--- config.mk ---
export PLATFORM = sky130hd
export DESIGN_NAME = selection_cursor_flat
export DESIGN_NICKNAME = d
export VERILOG_FILES = /design/src/rtl/selection_cursor_if.sv /design/src/rtl/selection_cursor.sv /design/src/flat_wrapper.sv
export SDC_FILE = /design/constraint.sdc
export NUM_CORES = 1
export LEC_CHECK = 0
export ABC_CLOCK_PERIOD_IN_PS = 3000
export CAP_MARGIN = 20
export CORE_MARGIN = 2
export CORE_UTILIZATION = 50
export CTS_CLUSTER_SIZE = 10
export DETAILED_ROUTE_END_ITERATION = 8
export DONT_BUFFER_PORTS = 1
export GPL_TIMING_DRIVEN = 0
export PLACE_DENSITY = 0.75
export SLEW_MARGIN = 20
export SYNTH_ARGS = -nofsm -noshare
export SYNTH_HDL_FRONTEND = slang
export SYNTH_SLANG_ARGS = --single-unit
--- constraint.sdc ---
create_clock -name clk -period 3 [get_ports clk]
set_input_delay 0.45 -clock clk [delete_from_list [all_inputs] [get_ports clk]]
set_output_delay 0.45 -clock clk [all_outputs]
set_load 0.01 [all_outputs]
--- src/rtl/selection_cursor_if.sv ---
// Front-panel bundle: raw buttons and item mask in, cursor state out.
// The cursor block is the slave; the panel/testbench side drives as master.
interface selection_cursor_if;
  logic        btn_up;
  logic        btn_down;
  logic        btn_left;
  logic        btn_right;
  logic        btn_sel;
  logic [11:0] possibleItems;
  logic [3:0]  SW1pointer;
  logic [3:0]  SW2pointer;
  logic        focus;
  logic        move_pulse;

  modport master (
    output btn_up, btn_down, btn_left, btn_right, btn_sel, possibleItems,
    input  SW1pointer, SW2pointer, focus, move_pulse
  );

  modport slave (
    input  btn_up, btn_down, btn_left, btn_right, btn_sel, possibleItems,
    output SW1pointer, SW2pointer, focus, move_pulse
  );
endinterface

--- src/rtl/selection_cursor.sv ---
// Button front end (sync + debounce + rising-edge press) and the grid/list
// cursor FSM that walks the 3x4 grid skipping unavailable items.

module sc_debounce #(
  parameter int DEBOUNCE_CYCLES = 250000
) (
  input  logic clk,
  input  logic rst,
  input  logic raw,
  output logic press
);
  localparam int            CW      = $clog2(DEBOUNCE_CYCLES + 1);
  localparam logic [CW-1:0] CNT_MAX = CW'(DEBOUNCE_CYCLES - 1);

  logic          sync1_q, sync2_q;
  logic          level_q, level_d;
  logic          press_q, press_d;
  logic [CW-1:0] cnt_q, cnt_d;

  // Counter only runs while the synced input disagrees with the accepted level.
  always_comb begin
    level_d = level_q;
    cnt_d   = '0;
    if (sync2_q != level_q) begin
      if (cnt_q == CNT_MAX) level_d = sync2_q;
      else                  cnt_d   = cnt_q + 1'b1;
    end
    press_d = level_d & ~level_q;
  end

  always_ff @(posedge clk) begin
    if (rst) begin
      sync1_q <= 1'b0;
      sync2_q <= 1'b0;
      level_q <= 1'b0;
      cnt_q   <= '0;
      press_q <= 1'b0;
    end else begin
      sync1_q <= raw;
      sync2_q <= sync1_q;
      level_q <= level_d;
      cnt_q   <= cnt_d;
      press_q <= press_d;
    end
  end

  assign press = press_q;
endmodule

module selection_cursor #(
  parameter int DEBOUNCE_CYCLES = 250000,
  parameter int N_ITEMS         = 12,
  parameter int N_NAMES         = 6
) (
  input  logic               clk,
  input  logic               rst,
  selection_cursor_if.slave  bus
);
  localparam int NUM_LANES = 5;
  localparam int B_SEL = 0, B_UP = 1, B_DOWN = 2, B_LEFT = 3, B_RIGHT = 4;

  // Steps are stored as positive offsets mod N_ITEMS so one adder serves all directions.
  localparam logic [4:0] STEP_RIGHT = 5'd1;
  localparam logic [4:0] STEP_LEFT  = 5'(N_ITEMS - 1);
  localparam logic [4:0] STEP_DOWN  = 5'd3;
  localparam logic [4:0] STEP_UP    = 5'(N_ITEMS - 3);
  localparam logic [3:0] NAME_LAST  = 4'(N_NAMES - 1);

  typedef enum logic {IDLE, SEARCH} state_e;

  logic [NUM_LANES-1:0] raw_btn, press;

  assign raw_btn = {bus.btn_right, bus.btn_left, bus.btn_down, bus.btn_up, bus.btn_sel};

  for (genvar i = 0; i < NUM_LANES; i++) begin : g_btn
    sc_debounce #(.DEBOUNCE_CYCLES(DEBOUNCE_CYCLES)) u_db (
      .clk   (clk),
      .rst   (rst),
      .raw   (raw_btn[i]),
      .press (press[i])
    );
  end

  state_e     state_q, state_d;
  logic [3:0] sw1_q, sw1_d, sw2_q, sw2_d;
  logic [3:0] cand_q, cand_d, start_q, start_d;
  logic [4:0] step_q, step_d;
  logic       focus_q, focus_d, pulse_q, pulse_d;

  function automatic logic [3:0] fold(input logic [3:0] a, input logic [4:0] b);
    logic [4:0] s;
    s = {1'b0, a} + b;
    if (s >= 5'(N_ITEMS)) s = s - 5'(N_ITEMS);
    return s[3:0];
  endfunction

  always_comb begin
    state_d = state_q;
    sw1_d   = sw1_q;
    sw2_d   = sw2_q;
    cand_d  = cand_q;
    start_d = start_q;
    step_d  = step_q;
    focus_d = focus_q;
    pulse_d = 1'b0;
    case (state_q)
      IDLE: begin
        if (press[B_SEL]) begin
          focus_d = ~focus_q;
          pulse_d = 1'b1;
        end else if (focus_q) begin
          if (press[B_UP]) begin
            sw2_d   = (sw2_q == 4'd0) ? NAME_LAST : sw2_q - 4'd1;
            pulse_d = 1'b1;
          end else if (press[B_DOWN]) begin
            sw2_d   = (sw2_q == NAME_LAST) ? 4'd0 : sw2_q + 4'd1;
            pulse_d = 1'b1;
          end
        end else if (|press[B_RIGHT:B_UP]) begin
          if      (press[B_UP])   step_d = STEP_UP;
          else if (press[B_DOWN]) step_d = STEP_DOWN;
          else if (press[B_LEFT]) step_d = STEP_LEFT;
          else                    step_d = STEP_RIGHT;
          start_d = sw1_q;
          cand_d  = fold(sw1_q, step_d);
          state_d = SEARCH;
        end
      end
      SEARCH: begin
        // Back at the start means the whole ring was tried; stay put silently.
        if (cand_q == start_q) begin
          state_d = IDLE;
        end else if (bus.possibleItems[cand_q]) begin
          sw1_d   = cand_q;
          pulse_d = 1'b1;
          state_d = IDLE;
        end else begin
          cand_d = fold(cand_q, step_q);
        end
      end
      default: state_d = IDLE;
    endcase
  end

  always_ff @(posedge clk) begin
    if (rst) begin
      state_q <= IDLE;
      sw1_q   <= '0;
      sw2_q   <= '0;
      cand_q  <= '0;
      start_q <= '0;
      step_q  <= '0;
      focus_q <= 1'b0;
      pulse_q <= 1'b0;
    end else begin
      state_q <= state_d;
      sw1_q   <= sw1_d;
      sw2_q   <= sw2_d;
      cand_q  <= cand_d;
      start_q <= start_d;
      step_q  <= step_d;
      focus_q <= focus_d;
      pulse_q <= pulse_d;
    end
  end

  assign bus.SW1pointer = sw1_q;
  assign bus.SW2pointer = sw2_q;
  assign bus.focus      = focus_q;
  assign bus.move_pulse = pulse_q;
endmodule

--- src/flat_wrapper.sv ---
// flat-port wrapper written by rule: the top's interface ports become plain ports
module selection_cursor_flat 
#(
  parameter int DEBOUNCE_CYCLES = 250000,
  parameter int N_ITEMS         = 12,
  parameter int N_NAMES         = 6
)
  (clk, rst, bus_btn_up, bus_btn_down, bus_btn_left, bus_btn_right, bus_btn_sel, bus_possibleItems, bus_SW1pointer, bus_SW2pointer, bus_focus, bus_move_pulse);
  selection_cursor_if bus_i ();
  input  logic clk;
  input  logic rst;
  input wire logic [$bits(bus_i.btn_up)-1:0] bus_btn_up;
  input wire logic [$bits(bus_i.btn_down)-1:0] bus_btn_down;
  input wire logic [$bits(bus_i.btn_left)-1:0] bus_btn_left;
  input wire logic [$bits(bus_i.btn_right)-1:0] bus_btn_right;
  input wire logic [$bits(bus_i.btn_sel)-1:0] bus_btn_sel;
  input wire logic [$bits(bus_i.possibleItems)-1:0] bus_possibleItems;
  output wire logic [$bits(bus_i.SW1pointer)-1:0] bus_SW1pointer;
  output wire logic [$bits(bus_i.SW2pointer)-1:0] bus_SW2pointer;
  output wire logic [$bits(bus_i.focus)-1:0] bus_focus;
  output wire logic [$bits(bus_i.move_pulse)-1:0] bus_move_pulse;
  assign bus_i.btn_up = bus_btn_up;
  assign bus_i.btn_down = bus_btn_down;
  assign bus_i.btn_left = bus_btn_left;
  assign bus_i.btn_right = bus_btn_right;
  assign bus_i.btn_sel = bus_btn_sel;
  assign bus_i.possibleItems = bus_possibleItems;
  assign bus_SW1pointer = bus_i.SW1pointer;
  assign bus_SW2pointer = bus_i.SW2pointer;
  assign bus_focus = bus_i.focus;
  assign bus_move_pulse = bus_i.move_pulse;
  selection_cursor #(.DEBOUNCE_CYCLES(DEBOUNCE_CYCLES), .N_ITEMS(N_ITEMS), .N_NAMES(N_NAMES)) u_core (.clk(clk), .rst(rst), .bus(bus_i));
endmodule
==> reports/qor.txt <==
CTS Buf Count -> 17
Simple-gate share of the synthesized area -> 0.266
Synthesis warning total -> 0
Final Non-Filler Cells -> 861
H-tree lvl count -> 4
Drt first pass iters -> 4
Rows -> 40
FFs w/ async S/R, synth -> 0
Comb pwr share -> 0.011
Register Area -> 2640 um2
Routed WL -> 12,100 um
Post-Synth Adder-Cell Area -> 0.0334
Post-synthesis mux area share -> 0.0229
Post-Syn Nets -> 716
R2r startpoint -> u_core.cand_q[0]
CP dominant cell by count -> ha_1
Detail Route Antenna Nets -> 0
Initial antenna violation count -> 0
Die area -> 13,000 um2
Die Y -> 114 um
Worst hold margin -> 0.154 ns
Worst skew pair latency -> 0.42 ns
Slowest CP cell -> fa_1
Setup Skew -> 0.00694 ns
Setup crit start kind -> flop
Part of the cycle the worst path needs -> 0.944
#FFs+latches synth -> 132
Die width -> 114 um
Largest family of logic cells by synthesized area -> simple AND/OR/NAND/NOR gates
Fill count -> 1,032
Slew Viols, Final -> 0
Yosys top cell area share -> 0.435
Critical Path End Type -> flop
Register area share after synthesis -> 0.435
Setup TNS -> 0 ns
CTS max path bufs -> 2
P_int -> 3.10 mW
Reg power frac -> 0.456
Setup Fix Bufs, Post-CTS -> 0
Post-synth cell types -> 60
Core ar. -> 11,900 um2
Endpoints failing hold -> 0
Hold Buf Count CTS -> 0
CP peak stage delay -> 0.46 ns
Net Switching -> 774 uW
Placed cells -> 829
Pin count of the biggest net entering global routing -> 17
Reg clk slew, reported paths -> 0.06 ns
Root Driver -> clkbuf_16
PD cells -> 565 nW/um2
Num ports -> 29
Critical path arrival -> 3.14 ns
Main flop type after synthesis -> dfxtp_1
Hold path cells -> 1
Initial DRC Count -> 219
RR Endpoint -> u_core.cand_q[3]
Total track usage -> 0.202
Wirelength per Cell -> 14.1 um
RSZ-0062 raised after global routing -> false
Hold Path Origin -> bus_btn_down
Fraction of layout cells with a size suffix above 1 -> 0.0812
Clock Sinks -> 132
Hold Path Class -> input pin to flop
Clock group share of total power -> 0.533
Peak VDD IR -> 0.321 mV
Worst path bufs/invs -> 1
Switch share -> 0.200
Synth area leader -> dfxtp_1
Antenna cells -> 0
Routability cong. -> 0.831
Fmax -> 353 MHz
Max-slew headroom -> 0.422
Worst Hold Endpoint -> u_core.g_btn[2].u_db.sync1_q
Setup-failing EPs final -> 0
Vias -> 4,736
Syn_area_per_cell -> 8.91 um2
Detailed Place HPWL -> 8430 um
Top post-synthesis cells by area -> dfxtp_1 43%, nor2_1 7.8%, xnor2_1 7.6%
Mapped cell area -> 6080 um2
Slew of the pin with the lowest slew margin -> 0.858 ns
Nets -> 735
Worst-case reg-to-reg path depth -> 10
XOR/XNOR share of the synthesized area -> 0.133
CP required -> 3.30 ns
CP top delay family -> adder cells
Via density -> 5.50
Minimum clock period -> 2.83 ns
CTS resizes -> 0
Cell area after layout -> 6850 um2
PortBufs -> 0
Outcome -> finished, final reports clean
Leakage -> 2.29 nW
R2R setup slack -> 0.17 ns
TritonCTS clock tree -> done
Layout area overhead -> 12.7%
Starting density of the core -> 0.510
Syn Inst Count -> 682
GRT Residual Overflow -> 0
Critical-path cell list -> ha_1, inv_1, fa_1, xnor2_1, ha_1, and3b_1, or3_2, o22ai_1, o221ai_1, o311a_2
Max-cap violations -> 0
Drt drc -> 0
Global-route wire length before repair -> 21,000 um
Post-synth EDFFs -> 0
Vias in the first global route -> 4,727
Classification of the worst setup path -> flop to flop
Area occupied by multi-input gates -> 3180 um2
Crit Path Max Fanout -> 4
Placed inst area -> 6260 um2
Synth Area in Compound Gates -> 0.0692
[worst max path at each step]
stage,from,to,depth (start not counted)
after floorplan,u_core.cand_q[0],u_core.cand_q[3],10
after global placement,u_core.cand_q[0],u_core.cand_q[3],10
after detailed placement,u_core.g_btn[1].u_db.press,u_core.cand_q[3],12
after CTS,u_core.g_btn[1].u_db.press,u_core.cand_q[3],12
after global routing,u_core.cand_q[0],u_core.cand_q[3],10
final,u_core.cand_q[0],u_core.cand_q[3],10
[power by group through the flow]
| stage | clock [mW] | sequential (mW) | combinational (mW) |
|---|---|---|---|
| finish | 2.06 | 1.77 | 0.0429 |
| global route | 2.18 | 1.77 | 0.0490 |
| CTS | 2.10 | 1.77 | 0.0434 |
| detailed placement | 0 | 1.80 | 0.0429 |
| global placement | 0 | 1.80 | 0.0411 |
| floorplan | 0 | 1.80 | 0.0320 |
[metrics by stage]
stage / util / setup slack (ns) / total power [mW]
after global routing: 0.575 / 0.0544 / 4.00
after global placement: 0.526 / 0.308 / 1.84
final: 0.575 / 0.167 / 3.87
after CTS: 0.575 / 0.156 / 3.91
after floorplan: - / 0.506 / 1.84
after detailed placement: 0.526 / 0.211 / 1.85
[synthesized netlist by cell type, types with 4 or more instances]
cell type and n:
nor2b_1 13, xor2_1 39, nand4_1 19, xnor2_1 53
or3_1 7, nor3_1 20, and4_1 9, dfxtp_1 132
and3_1 11, nor4_1 9, nor2_1 127, buf_2 7
mux2i_1 9, o21ai_0 11, and2_1 5, and3b_1 5
nor4b_1 4, o221ai_1 4, nand2b_1 5, clkbuf_8 4
clkbuf_1 11, a21oi_1 18, ha_1 13, inv_1 21
nand3_1 35, nand2_1 42
[cell type report]
cell class / count / area share
Sequential cell: 132 / 0.386
Multi-Input combinational cell: 503 / 0.465
Tap cell: 147 / 0.0269
Inverter: 21 / 0.0115
Buffer: 26 / 0.0250
Clock inverter: 10 / 0.0192
Clock buffer: 22 / 0.0663
[cells by family (layout without fill, tap and decap cells)]
| group | after synthesis | count (layout) |
|---|---|---|
| simple gates | 325 | 325 |
| fa+ha+maj | 15 | 15 |
| flops | 132 | 132 |
| mux | 11 | 11 |
| xor+xnor | 92 | 92 |
| compound gates | 60 | 60 |
| buf+inv | 47 | 79 |
[routing by layer]
metal	vias to the layer above	part of all wire	routed length, um	GRT usage
met4	0	0.021	260	0.0886
met5	-	0	0	0
met2	95	0.49	5970	0.341
met1	2241	0.44	5380	0.237
met3	25	0.043	517	0.0593
li1	2375	-	-	-
[cells in the final DEF (no fill, tap or decap), types with 7 or more instances in the layout]
master,count
a21oi_1,18
nand2_1,42
nand4_1,19
and4_1,9
ha_1,13
clkbuf_16,17
dfxtp_1,132
xnor2_1,53
inv_1,21
buf_2,7
and3_1,11
nor3_1,20
o21ai_0,11
or3_1,7
nand3_1,35
nor2b_1,13
nor2_1,127
xor2_1,39
nor4_1,9
clkbuf_1,14
mux2i_1,9
[state kept, by name (all words and copies together), names as in the netlist]
name	cells
u_core.g_btn.u_db.press	5
u_core.g_btn.u_db.sync2_q	5
u_core.bus.SW1pointer	4
u_core.cand_q	4
u_core.g_btn.u_db.sync1_q	5
u_core.start_q	4
u_core.state_q	1
u_core.bus.move_pulse	1
u_core.bus.focus	1
u_core.g_btn.u_db.level_q	5
u_core.step_q	3
u_core.g_btn.u_db.cnt_q	90
u_core.bus.SW2pointer	4
Power figures use the tool's default switching activity.
